==> src/rtl/cond_unit_pkg.sv <==
// Shared definitions for the condition unit and the decoder: condition codes,
// flag write masks, NZCV bit positions and the execute-stage control payload.
package cond_unit_pkg;

    typedef enum logic [3:0] {
        COND_EQ = 4'h0,
        COND_NE = 4'h1,
        COND_CS = 4'h2,
        COND_CC = 4'h3,
        COND_MI = 4'h4,
        COND_PL = 4'h5,
        COND_VS = 4'h6,
        COND_VC = 4'h7,
        COND_HI = 4'h8,
        COND_LS = 4'h9,
        COND_GE = 4'hA,
        COND_LT = 4'hB,
        COND_GT = 4'hC,
        COND_LE = 4'hD,
        COND_AL = 4'hE,
        COND_NV = 4'hF
    } cond_t;

    localparam logic [1:0] FLAGW_NONE = 2'b00;
    localparam logic [1:0] FLAGW_NZ   = 2'b10;
    localparam logic [1:0] FLAGW_ALL  = 2'b11;

    localparam int unsigned FLAG_N = 3;
    localparam int unsigned FLAG_Z = 2;
    localparam int unsigned FLAG_C = 1;
    localparam int unsigned FLAG_V = 0;

    localparam int unsigned FLAGS_W = 4;
    localparam int unsigned FLAGW_W = 2;

    // Decode control bits carried into the execute stage; all-zero is a bubble.
    typedef struct packed {
        cond_t              cond;
        logic               pcs;
        logic               regw;
        logic               memw;
        logic               nowrite;
        logic [FLAGW_W-1:0] flagw;
    } ectl_t;

endpackage

==> src/rtl/cond_unit_cond_check.sv <==
// Combinational evaluation of an ARM condition field against an NZCV value.
module cond_check
    import cond_unit_pkg::*;
(
    input  logic [3:0] i_cond,
    input  logic [3:0] i_nzcv,
    output logic       o_cond_ex
);

    logic w_n;
    logic w_z;
    logic w_c;
    logic w_v;
    logic w_ge;

    assign w_n  = i_nzcv[FLAG_N];
    assign w_z  = i_nzcv[FLAG_Z];
    assign w_c  = i_nzcv[FLAG_C];
    assign w_v  = i_nzcv[FLAG_V];
    assign w_ge = (w_n == w_v);

    // Decode the condition field into a pass/fail bit.
    always_comb begin
        o_cond_ex = 1'b0;
        case (cond_t'(i_cond))
            COND_EQ: o_cond_ex = w_z;
            COND_NE: o_cond_ex = ~w_z;
            COND_CS: o_cond_ex = w_c;
            COND_CC: o_cond_ex = ~w_c;
            COND_MI: o_cond_ex = w_n;
            COND_PL: o_cond_ex = ~w_n;
            COND_VS: o_cond_ex = w_v;
            COND_VC: o_cond_ex = ~w_v;
            COND_HI: o_cond_ex = w_c & ~w_z;
            COND_LS: o_cond_ex = ~w_c | w_z;
            COND_GE: o_cond_ex = w_ge;
            COND_LT: o_cond_ex = ~w_ge;
            COND_GT: o_cond_ex = ~w_z & w_ge;
            COND_LE: o_cond_ex = w_z | ~w_ge;
            COND_AL: o_cond_ex = 1'b1;
            COND_NV: o_cond_ex = 1'b0;
            default: o_cond_ex = 1'b0;
        endcase
    end

endmodule

==> src/rtl/cond_unit.sv <==
// Execute-stage condition unit: E control register, NZCV flag register with
// masked writes, and condition gating of PC/register/memory write controls.
module cond_unit
    import cond_unit_pkg::*;
#(
    parameter logic [3:0] FLAGS_RESET = 4'b0000
) (
    input  logic       CLK,
    input  logic       RESET,
    input  logic [3:0] CondD,
    input  logic       PCSD,
    input  logic       RegWD,
    input  logic       MemWD,
    input  logic       NoWriteD,
    input  logic [1:0] FlagWD,
    input  logic       StallE,
    input  logic       FlushE,
    input  logic [3:0] ALUFlags,
    output logic       PCSrcE,
    output logic       RegWriteE,
    output logic       MemWriteE,
    output logic       CondExE,
    output logic [3:0] Flags,
    output logic       C_Flag
);

    ectl_t              r_e;
    logic [FLAGS_W-1:0] r_flags;
    logic               w_cond_ex;
    logic               w_flag_we;

    // E register: reset/flush insert a bubble, stall holds, otherwise capture D.
    always_ff @(posedge CLK) begin
        if (RESET || FlushE) begin
            r_e <= '0;
        end else if (!StallE) begin
            r_e.cond    <= cond_t'(CondD);
            r_e.pcs     <= PCSD;
            r_e.regw    <= RegWD;
            r_e.memw    <= MemWD;
            r_e.nowrite <= NoWriteD;
            r_e.flagw   <= FlagWD;
        end
    end

    cond_check u_cond_check (
        .i_cond    (4'(r_e.cond)),
        .i_nzcv    (r_flags),
        .o_cond_ex (w_cond_ex)
    );

    // A stalled instruction may re-execute later, so it must not commit flags yet.
    assign w_flag_we = ~StallE & w_cond_ex;

    // NZCV register: N,Z and C,V written independently under the E-stage mask.
    always_ff @(posedge CLK) begin
        if (RESET) begin
            r_flags <= FLAGS_RESET;
        end else if (w_flag_we) begin
            if (r_e.flagw[1]) begin
                r_flags[FLAG_N] <= ALUFlags[FLAG_N];
                r_flags[FLAG_Z] <= ALUFlags[FLAG_Z];
            end
            if (r_e.flagw[0]) begin
                r_flags[FLAG_C] <= ALUFlags[FLAG_C];
                r_flags[FLAG_V] <= ALUFlags[FLAG_V];
            end
        end
    end

    assign CondExE   = w_cond_ex;
    assign PCSrcE    = r_e.pcs & w_cond_ex;
    assign RegWriteE = r_e.regw & w_cond_ex & ~r_e.nowrite;
    assign MemWriteE = r_e.memw & w_cond_ex;
    assign Flags     = r_flags;
    assign C_Flag    = r_flags[FLAG_C];

endmodule

==> config.mk <==
export PLATFORM = sky130hd
export DESIGN_NAME = cond_unit
export DESIGN_NICKNAME = d
export VERILOG_FILES = /design/src/rtl/cond_unit_pkg.sv /design/src/rtl/cond_unit_cond_check.sv /design/src/rtl/cond_unit.sv
export SDC_FILE = /design/constraint.sdc
export NUM_CORES = 1
export LEC_CHECK = 0
export ABC_AREA = 1
export CORE_MARGIN = 2
export CORE_UTILIZATION = 45
export CTS_CLUSTER_SIZE = 12
export DETAILED_ROUTE_END_ITERATION = 8
export DONT_BUFFER_PORTS = 1
export PLACE_DENSITY = 0.61
export SLEW_MARGIN = 15
export SYNTH_ARGS = -nofsm -noshare
export SYNTH_HDL_FRONTEND = slang
export SYNTH_SLANG_ARGS = --single-unit
==> constraint.sdc <==
create_clock -name CLK -period 2 [get_ports CLK]
set_input_delay 0.2 -clock CLK [delete_from_list [all_inputs] [get_ports CLK]]
set_output_delay 0.2 -clock CLK [all_outputs]
set_load 0.01 [all_outputs]
==> results.ini <==
[cells_and_area]
area_growth_syn_to_layout_pct=15.41
final_cell_mix=nand2_1, nor2_1, inv_1, dfxtp_1, a21oi_1
num_antenna_cells=0
layout_commonest_cell=nand2_1
drive_gt1_frac=0.2913
fin_nets=146

[worst_setup_path]
ff2ff_setup_slack_ns=0.51
worstReg2RegStart=r_e[6]
endpoint_kind=primary output
crit_path_end=RegWriteE
path_class=reg2out
timing.rr.end=Flags[2]
rr_worst_depth=14
crit_fanout=6
crit_path_start_kind=register
critPathLaunch=r_e[6]
critPathRequiredTime_ns=1.80
cp.arrival_ns=1.63

[placement]
dp_hpwl_um=1213
portBuffers=0
globalplace.congestion=0.8041
dp_slack_ns=0.2840

[global_route]
grt_antenna_before_repair=0
grtUsageTotal=0.1766
grt_max_degree=15
grt.overflow.total=0
grt_pass1_vias=601
grt_pass1_wl_um=2594

[timing]
finalHoldViolations=0
worstMarginPinSlew_ns=0.2843
holdWs_ns=0.04671
layout_setup_ws_ns=0.1652
maxSlewViolCount=0
fin_crit_ns=1.835
fin_skew_ns=0.006812
setup_violations=0
finalCritPeriodShare=0.9174
fmax_ghz=0.5450
slew_headroom=0.8100

[die]
fp.dieW_um=46.48
die_area_um2=2160
rows=15
die-height_um=46.48
core-area_um2=1708
io_pins=27
start_util=0.4755

[power_and_ir_drop]
ir_worst_vdd_uv=414.5
p_leak_nw=0.4204
pwr_density_cell_nw_per_um2=621.1

[detailed_routing]
routed-via-count=729
wl_um=1700
antenna_left=0
drcViolationCount=0
drtPass1Iterations=4
wl_per_cell_um=11.18
drt_iter0_drc=7
via_per_inst=4.796

[logic_synthesis]
synth_top_cell_area_share=0.3451
yosys.cell_types.count=19
syn_area_per_cell_um2=6.602
syn_area_um2=812.0
synthCells=123
yosysWarnings=0
ys_seq_area_frac=0.3451
netlist_top_cells_area=dfxtp_1, nand2_1, nor2_1
syn_nets=141
synth_largest_area_cell=dfxtp_1
ys_seq_elements=14

[clocking]
clock_sinks=14
htree_levels=1
cts_root_buf=clkbuf_4
cts_buffers=3
tritoncts=done
clock_latency_ns=0.28
clockBufferDepth=2
cts.clk_slew.worst_paths_ns=0.09

[hold_path]
hp-class=in2reg

[flow_run]
cap_violations=0

[run_status]
outcome=finished clean

worst min-delay path by stage:
stage / end / start / cells past startpoint / slack (ns)
after floorplan: Flags[0] / ALUFlags[0] / 2 / 0.34
after global placement: r_e[7] / StallE / 1 / 0.30
after detailed placement: r_e[3] / StallE / 1 / 0.30
after CTS: r_e[5] / StallE / 1 / 0.005
after global routing: r_e[2] / NoWriteD / 2 / 0.03
final: r_e[0] / FlagWD[0] / 2 / 0.05
sequential cells by signal, summed over array words and instances, names as in the netlist:
| register | cells |
|---|---|
| Flags | 4 |
| r_e | 10 |
power by group:
part / total [mW] / leakage, nW / internal (mW) / switching [mW]
registers: 0.293 / 0.118 / 0.283 / 0.00965
clock network: 0.203 / 0.0210 / 0.111 / 0.0919
logic: 0.0863 / 0.281 / 0.0329 / 0.0534
metal layers:
layer / share of wire / vias up / GRT usage
met2: 0.49 / 17 / 0.2639
met5: 0 / - / 0
met1: 0.44 / 323 / 0.2185
met3: 0.061 / 2 / 0.07059
li1: - / 387 / -
met4: 0.013 / 0 / 0.08571
per-stage QoR:
step,total power [mW],cell area (um^2),util,instances,TNS [ns]
after floorplan,0.3695,812.0,-,123,0
after global placement,0.3736,823.3,0.4821,144,0
after detailed placement,0.3745,823.3,0.4821,144,0
after CTS,0.5812,872.1,0.5106,149,0
after global routing,0.6175,937.1,0.5487,152,-0.002496
final,0.5820,937.1,0.5487,152,0
critical path, stage by stage, from the launching register on:
cell and delay (ns):
dfxtp_4 0.38, inv_1 0.07, nand2_1 0.08, nand3_1 0.08, nand2_1 0.05, nand2_1 0.06, nand2_1 0.06, nand3_2 0.06
nand2_2 0.06, nand2_4 0.10, nand2_4 0.06, inv_2 0.08, nand2_1 0.06, nor2_2 0.15
synthesized netlist by cell type:
master / n
buf_4: 1
o21ai_2: 2
nand2_4: 1
nand3_1: 3
inv_2: 3
nor2_1: 17
inv_1: 12
a211oi_1: 5
clkbuf_2: 1
o21ai_1: 1
clkbuf_1: 2
nand2_1: 43
nand4_4: 2
a21oi_1: 7
dfxtp_1: 14
nand2_2: 3
clkinv_8: 1
nor2_2: 4
or2_2: 1
cells by family after synthesis:
group,Yosys count,synth area share
AO/OA/AOI/OAI,15,0.1171
AND/OR/NAND/NOR,74,0.4237
flip-flops,14,0.3451
buffers and inverters,20,0.1140
cell type report:
class                           count  area, um^2
Timing Repair Buffer                4       35.03
Inverter                           16       72.57
Multi-Input combinational cell     89       464.2
Clock buffer                        4       36.28
Sequential cell                    14       297.8
Tap cell                           25       31.28
Fill cell                         178       770.7
timing repair:
| item | 4_1_cts | 5_1_grt |
|---|---|---|
| setup endpoints to repair | 1 | 3 |
| pin swaps | 0 | 3 |
| hold buffers | 1 | 1 |
| gates cloned | 0 | 0 |
| gates resized for setup | 2 | 18 |
| endpoints found under the hold margin | 3 | 2 |
| setup buffers | 0 | 2 |
No activity file was read; power rests on OpenSTA's default activity.
